### config.mk
export PLATFORM = sky130hd
export DESIGN_NAME = sram_burst_counter
export DESIGN_NICKNAME = d
export VERILOG_FILES = /design/src/rtl/sram_pkg.sv /design/src/rtl/flex_counter.sv /design/src/rtl/sram_burst_counter.sv
export SDC_FILE = /design/constraint.sdc
export NUM_CORES = 1
export LEC_CHECK = 0
export CORE_AREA = 2 2 46 90
export CTS_BUF_LIST = sky130_fd_sc_hd__clkbuf_4
export DETAILED_ROUTE_END_ITERATION = 10
export DIE_AREA = 0 0 48 92
export PLACE_DENSITY = 0.72
export SYNTH_ARGS = -nofsm -noshare
export SYNTH_HDL_FRONTEND = slang
export SYNTH_HIERARCHICAL = 1
export SYNTH_SLANG_ARGS = --single-unit
### constraint.sdc
create_clock -name clk -period 2.25 [get_ports clk]
set_input_delay 0.225 -clock clk [delete_from_list [all_inputs] [get_ports clk]]
set_output_delay 0.225 -clock clk [all_outputs]
set_load 0.02 [all_outputs]
### src/rtl/sram_pkg.sv
// Shared constants and FSM state type for the SRAM burst counter.
package sram_pkg;

  localparam int OFFSET_W  = 7;
  localparam int MAX_BURST = 1 << OFFSET_W;
  localparam int LEN_W     = 8;

  typedef enum logic [1:0] {
    IDLE = 2'd0,
    RUN  = 2'd1,
    DONE = 2'd2
  } state_t;

endpackage

### src/rtl/flex_counter.sv
// Generic up-counter with synchronous clear and a programmable rollover value.
module flex_counter #(
  parameter int WIDTH = 4
) (
  input  logic             clk,
  input  logic             n_rst,
  input  logic             clear,
  input  logic             count_enable,
  input  logic [WIDTH-1:0] rollover_val,
  output logic [WIDTH-1:0] count_out
);

  // Clear wins over enable; the count returns to zero after reaching rollover_val.
  always_ff @(posedge clk) begin
    if (!n_rst) begin
      count_out <= {WIDTH{1'b0}};
    end else if (clear) begin
      count_out <= {WIDTH{1'b0}};
    end else if (count_enable) begin
      if (count_out == rollover_val) begin
        count_out <= {WIDTH{1'b0}};
      end else begin
        count_out <= count_out + WIDTH'(1);
      end
    end else begin
      count_out <= count_out;
    end
  end

endmodule

### src/rtl/sram_burst_counter.sv
// Burst sequencer: latches a clamped burst length, issues word requests to the
// SRAM controller and tracks the word offset and acknowledged-word count.
module sram_burst_counter #(
  parameter int OFFSET_W  = sram_pkg::OFFSET_W,
  parameter int MAX_BURST = sram_pkg::MAX_BURST
) (
  input  logic                clk,
  input  logic                n_rst,
  input  logic                start,
  input  logic [7:0]          burst_len,
  input  logic                hold,
  input  logic                sram_ack,
  input  logic                abort,
  output logic [OFFSET_W-1:0] count_out,
  output logic                sram_req,
  output logic                busy,
  output logic                done,
  output logic [7:0]          xfer_cnt
);

  import sram_pkg::*;

  localparam logic [7:0]          MAX_LEN     = 8'(MAX_BURST);
  localparam logic [OFFSET_W-1:0] LAST_OFFSET = OFFSET_W'(MAX_BURST - 1);

  state_t     state;
  logic [7:0] len;
  logic [7:0] start_len;
  logic [7:0] xfer_next;
  logic       ack_ok;
  logic       last_ack;
  logic       cnt_en;
  logic       cnt_clear;

  // A zero or oversized request means a full-size burst.
  always_comb begin
    start_len = burst_len;
    if ((burst_len == 8'd0) || (burst_len > MAX_LEN)) begin
      start_len = MAX_LEN;
    end else begin
      start_len = burst_len;
    end
  end

  // Abort suppresses a same-cycle ack so it can never be counted.
  assign sram_req  = (state == RUN) && !hold;
  assign ack_ok    = sram_req && sram_ack && !abort;
  assign xfer_next = xfer_cnt + 8'd1;
  assign last_ack  = ack_ok && (xfer_next == len);
  assign cnt_en    = ack_ok && (xfer_next < len);
  assign cnt_clear = (state != RUN) || abort;

  flex_counter #(
    .WIDTH (OFFSET_W)
  ) u_offset_cnt (
    .clk          (clk),
    .n_rst        (n_rst),
    .clear        (cnt_clear),
    .count_enable (cnt_en),
    .rollover_val (LAST_OFFSET),
    .count_out    (count_out)
  );

  // Burst FSM with registered busy/done and the transfer counter.
  always_ff @(posedge clk) begin
    if (!n_rst) begin
      state    <= IDLE;
      len      <= 8'd0;
      xfer_cnt <= 8'd0;
      busy     <= 1'b0;
      done     <= 1'b0;
    end else begin
      case (state)
        IDLE: begin
          done     <= 1'b0;
          xfer_cnt <= 8'd0;
          if (start && !abort) begin
            len   <= start_len;
            state <= RUN;
            busy  <= 1'b1;
          end else begin
            state <= IDLE;
            busy  <= 1'b0;
          end
        end
        RUN: begin
          if (abort) begin
            state    <= IDLE;
            xfer_cnt <= 8'd0;
            busy     <= 1'b0;
            done     <= 1'b0;
          end else if (ack_ok) begin
            xfer_cnt <= xfer_next;
            if (last_ack) begin
              state <= DONE;
              done  <= 1'b1;
            end else begin
              state <= RUN;
              done  <= 1'b0;
            end
          end else begin
            state <= RUN;
            done  <= 1'b0;
          end
        end
        DONE: begin
          state    <= IDLE;
          xfer_cnt <= 8'd0;
          busy     <= 1'b0;
          done     <= 1'b0;
        end
        default: begin
          state    <= IDLE;
          xfer_cnt <= 8'd0;
          busy     <= 1'b0;
          done     <= 1'b0;
        end
      endcase
    end
  end

endmodule

## Word level (Yosys, flattened, before mapping)

Cells that the tools add are included.

| cells by class | value |
|---|---|
| muxes and demuxes | 11 |
| eq/ne operators | 5 |
| add/sub/neg operators | 2 |
| reductions and logical operators | 16 |
| $lt $le $gt $ge | 2 |
| bitwise operators | 3 |

Operators by type and width:

| cell | count |
|---|---|
| 8-bit by 1-bit adder with 8-bit output, second input constant | 1 |
| 8-bit equality test | 1 |
| 8-bit > comparator, second input constant | 1 |
| 8-bit logical NOT | 1 |
| 8-bit < comparator | 1 |
| 8-bit two-way mux | 1 |
| 7-bit by 1-bit adder with 7-bit output, second input constant | 1 |
| 7-bit equality test, second input constant | 1 |
| 7-bit two-way mux | 1 |
| 1-bit logical AND | 6 |
| 2-bit two-way mux | 3 |
| 1-bit two-way mux | 4 |
| 2-bit one-hot mux with 2 select lines | 1 |
| 4-bit OR reduction | 1 |
| 1-bit NOT | 3 |
| 3-bit OR reduction | 1 |
| 2-bit by 1-bit equality test with 1-bit output, second input constant | 1 |
| 1-bit logical NOT | 2 |
| 2-bit logical NOT | 1 |
| 1-bit logical OR | 2 |
| 2-bit by 1-bit != test with 1-bit output, second input constant | 1 |
| 2-bit != test, second input constant | 1 |
| 1-bit one-hot mux with 2 select lines | 1 |
| 2-bit AND reduction | 1 |
| 2-bit OR reduction | 1 |

| storage, ports and cells | value |
|---|---|
| word-level logic and storage cells | 45 |
| input port bits | 14 |
| output and inout port bits | 18 |
| register bits | 27 |

## Longest topological paths before layout

Gate-level depths: netlist of run 1.

| depth | value |
|---|---|
| depth after elaboration | 9 |
| mapped depth | 12 |
| depth with buffers taken out | 11 |

## Hierarchy

The synthesis of run 1 kept the hierarchy.

By module, submodules not included:

| module | seq. area each (um^2) | cells an instance | instances | area each (um^2) |
|---|---|---|---|---|
| sram_burst_counter | 400.4 | 133 | 1 | 1127.3 |
| flex_counter | 140.1 | 47 | 1 | 471.7 |

## Worst setup path before layout of run 1

OpenSTA, ideal clock, no wires.

| path | value |
|---|---|
| path kind | register to register |
| start point | register xfer_cnt[0] |
| end point | register u_offset_cnt.count_out[5] |
| cell stages (with the launch flop) | 13 |
| path slack | -306 ps |
| required time | 2115 ps |
| buffers on the path | 1 |
| arrival | 2421 ps |
| setup time | 135 ps |
| clock period less this slack | 2556 ps |
| cell sequence | dfxtp_1 > ha_1 > nand3_1 > nor2_1 > xor2_1 > ha_1 > a21oi_1 > nand2_1 > a211oi_2 > buf_2 > nand4_1 > o2111ai_1 > a21oi_1 |

| between the ends | value |
|---|---|
| longest elaborated chain between the ends | 3 |

Ends and longest elaborated chain:

| element | RTL line | source |
|---|---|---|
| from (decl) | sram_burst_counter.sv:18 | `output logic [7:0] xfer_cnt` |
| from (signal assigned) | sram_burst_counter.sv:93 | `xfer_cnt <= xfer_next;` |
| 8-bit by 1-bit adder with 8-bit output | sram_burst_counter.sv:48 | `assign xfer_next = xfer_cnt + 8'd1;` |
| net xfer_next[6] | sram_burst_counter.sv:29 | `logic [7:0] xfer_next;` |
| 8-bit < comparator | sram_burst_counter.sv:50 | `assign cnt_en = ack_ok && (xfer_next < len);` |
| 1-bit logical AND | sram_burst_counter.sv:50 |  |
| net cnt_en | sram_burst_counter.sv:32 | `logic cnt_en;` |
| to (signal assigned) | flex_counter.sv:21 | `count_out <= {WIDTH{1'b0}};` |
| to (signal assigned) | flex_counter.sv:23 | `count_out <= count_out + WIDTH'(1);` |
| to (signal assigned) | flex_counter.sv:26 | `count_out <= count_out;` |
| to (decl) | flex_counter.sv:10 | `output logic [WIDTH-1:0] count_out` |

The timed path passes the listed nets, and every way through them passes these cells.
A chain may end at the register's enable or synchronous reset.

## Worst setup path after layout of run 1

| path | value |
|---|---|
| start point | register xfer_cnt[1] |
| end point | register u_offset_cnt.count_out[3] |

The elaborated chain is that of the path after synthesis.

==> results of run 1 <==
-- layer usage --
| metal | GRT usage, % | wire length (um) | vias to the layer above |
|---|---|---|---|
| li1 | - | - | 720 |
| met1 | 17.01 | 1261 | 672 |
| met2 | 35.11 | 2188 | 23 |
| met3 | 1.378 | 62 | 6 |
| met4 | 6.306 | 68 | 0 |
| met5 | 0 | 0 | - |
-- how the worst max path moves through the flow --
stage	endpoint	from	slack [ns]
final	u_offset_cnt/count_out[3]$_SDFFE_PP0P_	xfer_cnt[1]$_SDFFE_PP0P_	-0.12
after global routing	u_offset_cnt/count_out[3]$_SDFFE_PP0P_	xfer_cnt[1]$_SDFFE_PP0P_	-0.25
after CTS	u_offset_cnt/count_out[4]$_SDFFE_PP0P_	xfer_cnt[1]$_SDFFE_PP0P_	-0.13
after detailed placement	u_offset_cnt/count_out[4]$_SDFFE_PP0P_	xfer_cnt[1]$_SDFFE_PP0P_	-0.11
after global placement	u_offset_cnt/count_out[4]$_SDFFE_PP0P_	xfer_cnt[1]$_SDFFE_PP0P_	-0.05
after floorplan	u_offset_cnt/count_out[3]$_SDFFE_PP0P_	xfer_cnt[0]$_SDFFE_PP0P_	-0.005
-- cells by family (layout without fill, tap and decap cells) --
group / Yosys count / in the layout / share of synthesized area (%)
fa+ha+maj: 10 / 10 / 7.825
other cells: 1 / 7 / 0.2345
simple gates: 70 / 70 / 25.12
mux: 1 / 1 / 0.6260
flops: 27 / 27 / 33.80
compound gates: 30 / 30 / 13.54
buf+inv: 17 / 65 / 5.712
xor+xnor: 24 / 24 / 13.15
-- worst max-delay path: cells and delay by family (launching register included) --
family	cells	cell delay [ns]
AO/OA/AOI/OAI	4	0.61
adder cells (fa/ha/maj)	2	0.47
flip-flops	1	0.39
XOR/XNOR	2	0.33
buffers and inverters	2	0.30
AND/OR/NAND/NOR	2	0.20
-- timing repair --
action | in CTS | in global routing
setup endpoints to repair | 7 | 8
pin swaps | 0 | 21
hold endpoints to repair | 0 | 0
resized for setup | 2 | 19
buffers inserted | 0 | 5
-- placed cells by master, fill, tap and decap left out, types with 3 or more instances in the layout --
cell / netlist / layout
nor2_1: 15 / 13
a21boi_0: 6 / 6
clkdlybuf4s50_1: 0 / 31
nand3b_1: 7 / 7
dfxtp_2: 0 / 3
inv_1: 7 / 7
dfxtp_1: 27 / 21
ha_1: 10 / 7
a211oi_1: 5 / 4
clkbuf_4: 0 / 3
nor2b_1: 3 / 3
xnor2_1: 12 / 11
nand3_1: 5 / 3
nand2_1: 19 / 18
a21oi_2: 0 / 3
nor3_1: 4 / 4
dfxtp_4: 0 / 3
conb_1: 1 / 7
a21oi_1: 9 / 6
buf_4: 0 / 21
xor2_1: 12 / 10
nand4_1: 4 / 4
-- report_power, final --
group	internal [mW]	switching [mW]
Clock	0.0669	0.147
Combinational	0.0592	0.0514
Sequential	0.482	0.00373
Total	0.608	0.202
-- flip-flops by register name (all words and copies together) (netlist names) --
register / flops
xfer_cnt: 8
len: 8
u_offset_cnt/count_out: 7
done: 1
busy: 1
state: 2
-- final cells by class --
class	count	area, um2
Fill cell	341	1530
Clock inverter	1	5.005
Multi-Input combinational cell	142	1109
Clock buffer	3	22.52
Inverter	8	30.03
Sequential cell	27	555.5
Tap cell	51	63.81
Timing Repair Buffer	53	488.0
==> results.py, run 1 <==
metrics = {
    "power": {
        "p_leak_nw": 0.8464,
        "power.density_nw_per_um2": 356.4,
        "power_mw": 0.8102,
        "peakVddDrop_uv": 266.5,
    },
    "yosys": {
        "ys_ff_latch": 27,
        "synthFlopType": "dfxtp_1",
        "synth_edf_count": 0,
        "synth_common_cells": "dfxtp_1, nand2_1, nor2_1, xnor2_1, xor2_1",
        "synthTopCellsByArea": "dfxtp_1, ha_1, xnor2_1, xor2_1, nand2_1",
        "seq_area_frac_synth_pct": 33.80,
        "syn_area_per_cell_um2": 8.884,
        "yosysWarnings": 6,
        "synth_top_area_share_pct": 33.80,
        "synth_top_area_cell": "dfxtp_1",
        "yosysMostFrequentCell": "dfxtp_1",
        "synthCells": 180,
        "async_flop_share_pct": 0,
        "synthDistinctLibCells": 41,
        "syn_area_um2": 1599,
    },
    "global_route": {
        "overflow": 0,
        "grt_max_degree": 16,
        "antenna_found_initial": 0,
        "grt_pass1_vias": 1433,
        "grt_pass1_wl_um": 5851,
        "grt_usage_pct": 17.92,
    },
    "run_status": {
        "violations": "setup timing",
        "status": "finished, violations left",
    },
    "sta": {
        "tns_ns": -0.6508,
        "grt_setup_unrepaired": "true",
        "fmax_mhz": 421.8,
        "holdWs_ns": 0.4694,
        "fin_crit_ns": 2.371,
        "relSlewSlack_pct": 65.11,
        "fin_ws_ns": -0.1207,
        "finalClockSkew_ns": 0.005088,
        "tightest_slew_ns": 0.5194,
        "fin_crit_sh_pct": 105.4,
        "setup_violations": 7,
        "hold_viol": 0,
        "final-max-slew-violation-count": 0,
    },
    "setup_path": {
        "cp_data_arrival_time_ns": 2.63,
        "timing.rr.end": "u_offset_cnt/count_out[3]$_SDFFE_PP0P_",
        "start_kind": "flop",
        "reg2reg_from": "xfer_cnt[1]$_SDFFE_PP0P_",
        "worstPathRequired_ns": 2.51,
        "rr_worst_depth": 12,
        "cpMaxStageDelayCell": "dfxtp_4",
        "critPathKind": "reg2reg",
        "rrSetupSlack_ns": -0.12,
        "worstPathMaxFanout": 5,
        "crit_chain": "ha_4 > buf_4 > xor2_1 > ha_1 > nand2_2 > o21bai_4 > a21oi_2 > a211oi_2 > buf_4 > nand4_1 > xor2_1 > a211oi_1",
        "cpPeakStageDelay_ns": 0.39,
        "worstSetupEndpointType": "flop",
    },
    "placement": {
        "portBuffers": 31,
        "dp_hpwl_um": 2834,
        "dp_worst_setup_slack_ns": -0.1071,
        "placed_area_um2": 2090,
        "dp_cells": 276,
        "gp_congestion": 0.8179,
    },
    "run": {
        "drv_cap": 0,
    },
    "route": {
        "drc": 0,
        "vias_per_cell": 4.986,
        "vias": 1421,
        "drt_iter0_markers": 18,
        "dr.pass1.iters": 4,
        "ant_nets": 0,
        "drt-total-wl_um": 3580,
        "wl_per_cell_um": 12.56,
    },
    "min_path": {
        "hold_class": "reg2reg",
        "min_to": "len[5]$_SDFFE_PN0P_",
        "hold_path_depth": 2,
        "hp-start": "len[5]$_SDFFE_PN0P_",
    },
    "cells_and_area": {
        "num-nets-final": 259,
        "antenna_cells": 0,
        "fin_cells": 285,
        "area_growth_pct": 42.18,
        "final_core_util_pct": 59.77,
        "final_cell_area_um2": 2273,
        "drive_above_1_share_pct": 26.92,
    },
    "cts": {
        "numCtsBuffers": 3,
        "cts_hold_buf": 0,
        "htreeDepth": 1,
        "path_clk_slew_ns": 0.15,
        "clk-insertion-delay-late_ns": 0.33,
        "cts_tree": "yes",
        "cts_buffer_depth": 2,
        "cts.sinks": 27,
        "root_buffer": "clkbuf_4",
    },
    "die": {
        "placementRows": 32,
        "dieHeight_um": 92,
        "initial_core_util_pct": 42.04,
        "pin_count": 32,
        "die_w_um": 48,
        "fp.dieArea_um2": 4416,
        "coreArea_um2": 3804,
    },
}
Note: power is estimated with default switching activity, not from simulation.
==> inputs of run 2 (changes only) <==
--- a/config.mk
+++ b/config.mk
@@ -5,11 +5,12 @@
 export SDC_FILE = /design/constraint.sdc
 export NUM_CORES = 1
 export LEC_CHECK = 0
-export CORE_AREA = 2 2 46 90
+export CORE_AREA = 2 2 44 87
 export CTS_BUF_LIST = sky130_fd_sc_hd__clkbuf_4
 export DETAILED_ROUTE_END_ITERATION = 10
-export DIE_AREA = 0 0 48 92
-export PLACE_DENSITY = 0.72
+export DIE_AREA = 0 0 46 89
+export GPL_TIMING_DRIVEN = 0
+export PLACE_DENSITY = 0.77
 export SYNTH_ARGS = -nofsm -noshare
 export SYNTH_HDL_FRONTEND = slang
 export SYNTH_HIERARCHICAL = 1
==> results.py, run 2 (synthesized netlist as in run 1, its figures left out) <==
metrics = {
    "power": {
        "peakVddDrop_uv": 327.9,
        "p_leak_nw": 0.8787,
        "power.density_nw_per_um2": 355.1,
    },
    "die": {
        "die_w_um": 46,
        "placementRows": 30,
        "pin_count": 32,
        "coreArea_um2": 3378,
        "dieHeight_um": 89,
        "initial_core_util_pct": 47.33,
        "fp.dieArea_um2": 4094,
    },
    "cts": {
        "cts.sinks": 27,
        "cts_tree": "yes",
        "cts_buffer_depth": 2,
        "path_clk_slew_ns": 0.15,
        "numCtsBuffers": 3,
        "cts_hold_buf": 0,
        "clk-insertion-delay-late_ns": 0.33,
        "htreeDepth": 1,
        "root_buffer": "clkbuf_4",
    },
    "setup_path": {
        "start_kind": "flop",
        "critPathKind": "reg2reg",
        "worstSetupEndpointType": "flop",
        "rr_worst_depth": 11,
        "worstPathMaxFanout": 6,
        "rrSetupSlack_ns": -0.16,
        "timing.rr.end": "u_offset_cnt/count_out[3]$_SDFFE_PP0P_",
        "cp_data_arrival_time_ns": 2.67,
        "worstPathRequired_ns": 2.52,
        "reg2reg_from": "xfer_cnt[0]$_SDFFE_PP0P_",
    },
    "global_route": {
        "grt_max_degree": 16,
        "grt_usage_pct": 18.98,
        "overflow": 0,
        "grt_pass1_wl_um": 5782,
        "grt_pass1_vias": 1375,
        "antenna_found_initial": 0,
    },
    "cells_and_area": {
        "final_core_util_pct": 67.37,
        "top_regs": "len (8), xfer_cnt (8), u_offset_cnt/count_out (7)",
        "area_growth_pct": 42.33,
        "num-nets-final": 264,
        "layout_commonest_cell": "clkdlybuf4s50_1",
        "drive_above_1_share_pct": 25.10,
        "final_cell_mix": "clkdlybuf4s50_1, dfxtp_1, nand2_1, buf_4, nor2_1",
        "final_cell_area_um2": 2276,
        "antenna_cells": 0,
    },
    "sta": {
        "relSlewSlack_pct": 67.04,
        "fin_crit_ns": 2.408,
        "fin_ws_ns": -0.1581,
        "fin_crit_sh_pct": 107.0,
        "setup_violations": 8,
        "hold_viol": 0,
        "final-max-slew-violation-count": 0,
        "tightest_slew_ns": 0.4908,
        "finalClockSkew_ns": 0.006604,
        "grt_setup_unrepaired": "true",
        "holdWs_ns": 0.4752,
        "fmax_mhz": 415.3,
    },
    "placement": {
        "dp_hpwl_um": 2706,
        "gp_congestion": 0.7544,
        "dp_worst_setup_slack_ns": -0.2088,
        "placed_area_um2": 2002,
        "portBuffers": 31,
    },
    "min_path": {
        "hold_class": "reg2reg",
        "hold_path_depth": 2,
        "hp-start": "len[2]$_SDFFE_PN0P_",
        "min_to": "len[2]$_SDFFE_PN0P_",
    },
    "route": {
        "drt-total-wl_um": 3646,
        "dr.pass1.iters": 4,
        "vias": 1448,
        "drc": 0,
        "drt_iter0_markers": 8,
        "wl_per_cell_um": 13.45,
        "ant_nets": 0,
        "vias_per_cell": 5.343,
    },
    "run_status": {
        "status": "finished, violations left",
        "violations": "setup timing",
    },
    "run": {
        "drv_cap": 0,
    },
}
==> run 2: cell count changes in the layout (fill, tap and decap cells not counted), sizes merged <==
cell / change
buf: +3
clkbuf: +2
==> run 2: worst max path at each step <==
stage                                  start                                      to  slack [ns]  cells after the start
floorplan           xfer_cnt[0]$_SDFFE_PP0P_  u_offset_cnt/count_out[3]$_SDFFE_PP0P_      -0.005                     12
global placement    xfer_cnt[2]$_SDFFE_PP0P_  u_offset_cnt/count_out[3]$_SDFFE_PP0P_       -0.22                     11
detailed placement  xfer_cnt[2]$_SDFFE_PP0P_  u_offset_cnt/count_out[3]$_SDFFE_PP0P_       -0.21                     11
CTS                 xfer_cnt[0]$_SDFFE_PP0P_  u_offset_cnt/count_out[3]$_SDFFE_PP0P_       -0.15                     12
global route        xfer_cnt[3]$_SDFFE_PP0P_  u_offset_cnt/count_out[3]$_SDFFE_PP0P_       -0.30                     11
finish              xfer_cnt[0]$_SDFFE_PP0P_  u_offset_cnt/count_out[3]$_SDFFE_PP0P_       -0.16                     11
==> run 2: layout make-up <==
type / count / area, um2
Timing Repair Buffer: 50 / 478.0
Inverter: 8 / 30.03
Sequential cell: 27 / 566.8
Fill cell: 277 / 1102
Clock inverter: 1 / 5.005
Tap cell: 32 / 40.04
Buffer: 8 / 52.55
Multi-Input combinational cell: 142 / 1081
Clock buffer: 3 / 22.52
==> run 2: per-layer routing <==
layer | vias up | track usage [%] | routed length (um)
li1 | 735 | - | -
met5 | - | 0 | 0
met4 | 0 | 9.351 | 135
met2 | 33 | 38.01 | 2212
met1 | 668 | 17.33 | 1219
met3 | 12 | 1.414 | 78
==> run 2: power breakdown <==
| group | switching, mW | total, mW | internal, mW |
|---|---|---|---|
| logic | 0.0518 | 0.110 | 0.0583 |
| clock network | 0.150 | 0.217 | 0.0669 |
| registers | 0.00400 | 0.481 | 0.477 |
| total | 0.206 | 0.808 | 0.602 |
==> run 2: repair_timing <==
item | CTS | global route
setup endpoints to repair | 7 | 7
gates cloned | 0 | 0
pin swaps | 4 | 17
gates resized for setup | 10 | 12
setup buffers | 8 | 11
==> run 2: critical path: stages, from the launching register on <==
cell,delay (ns)
dfxtp_4,0.42
nand3_4,0.11
nor2_1,0.15
xor2_1,0.25
ha_1,0.30
nand4_1,0.15
a21oi_2,0.06
a211oi_2,0.19
buf_4,0.16
nand4_1,0.13
xor2_1,0.20
a211oi_2,0.21
==> run 2: per-stage QoR <==
step | TNS, ns | total power, mW | instances
after floorplan | -0.005000 | 0.5538 | 186
after global placement | -1.213 | 0.5957 | 249
after detailed placement | -1.299 | 0.5973 | 249
after CTS | -0.7151 | 0.8092 | 260
after global routing | -2.036 | 0.8440 | 271
final | -0.8733 | 0.8081 | 271
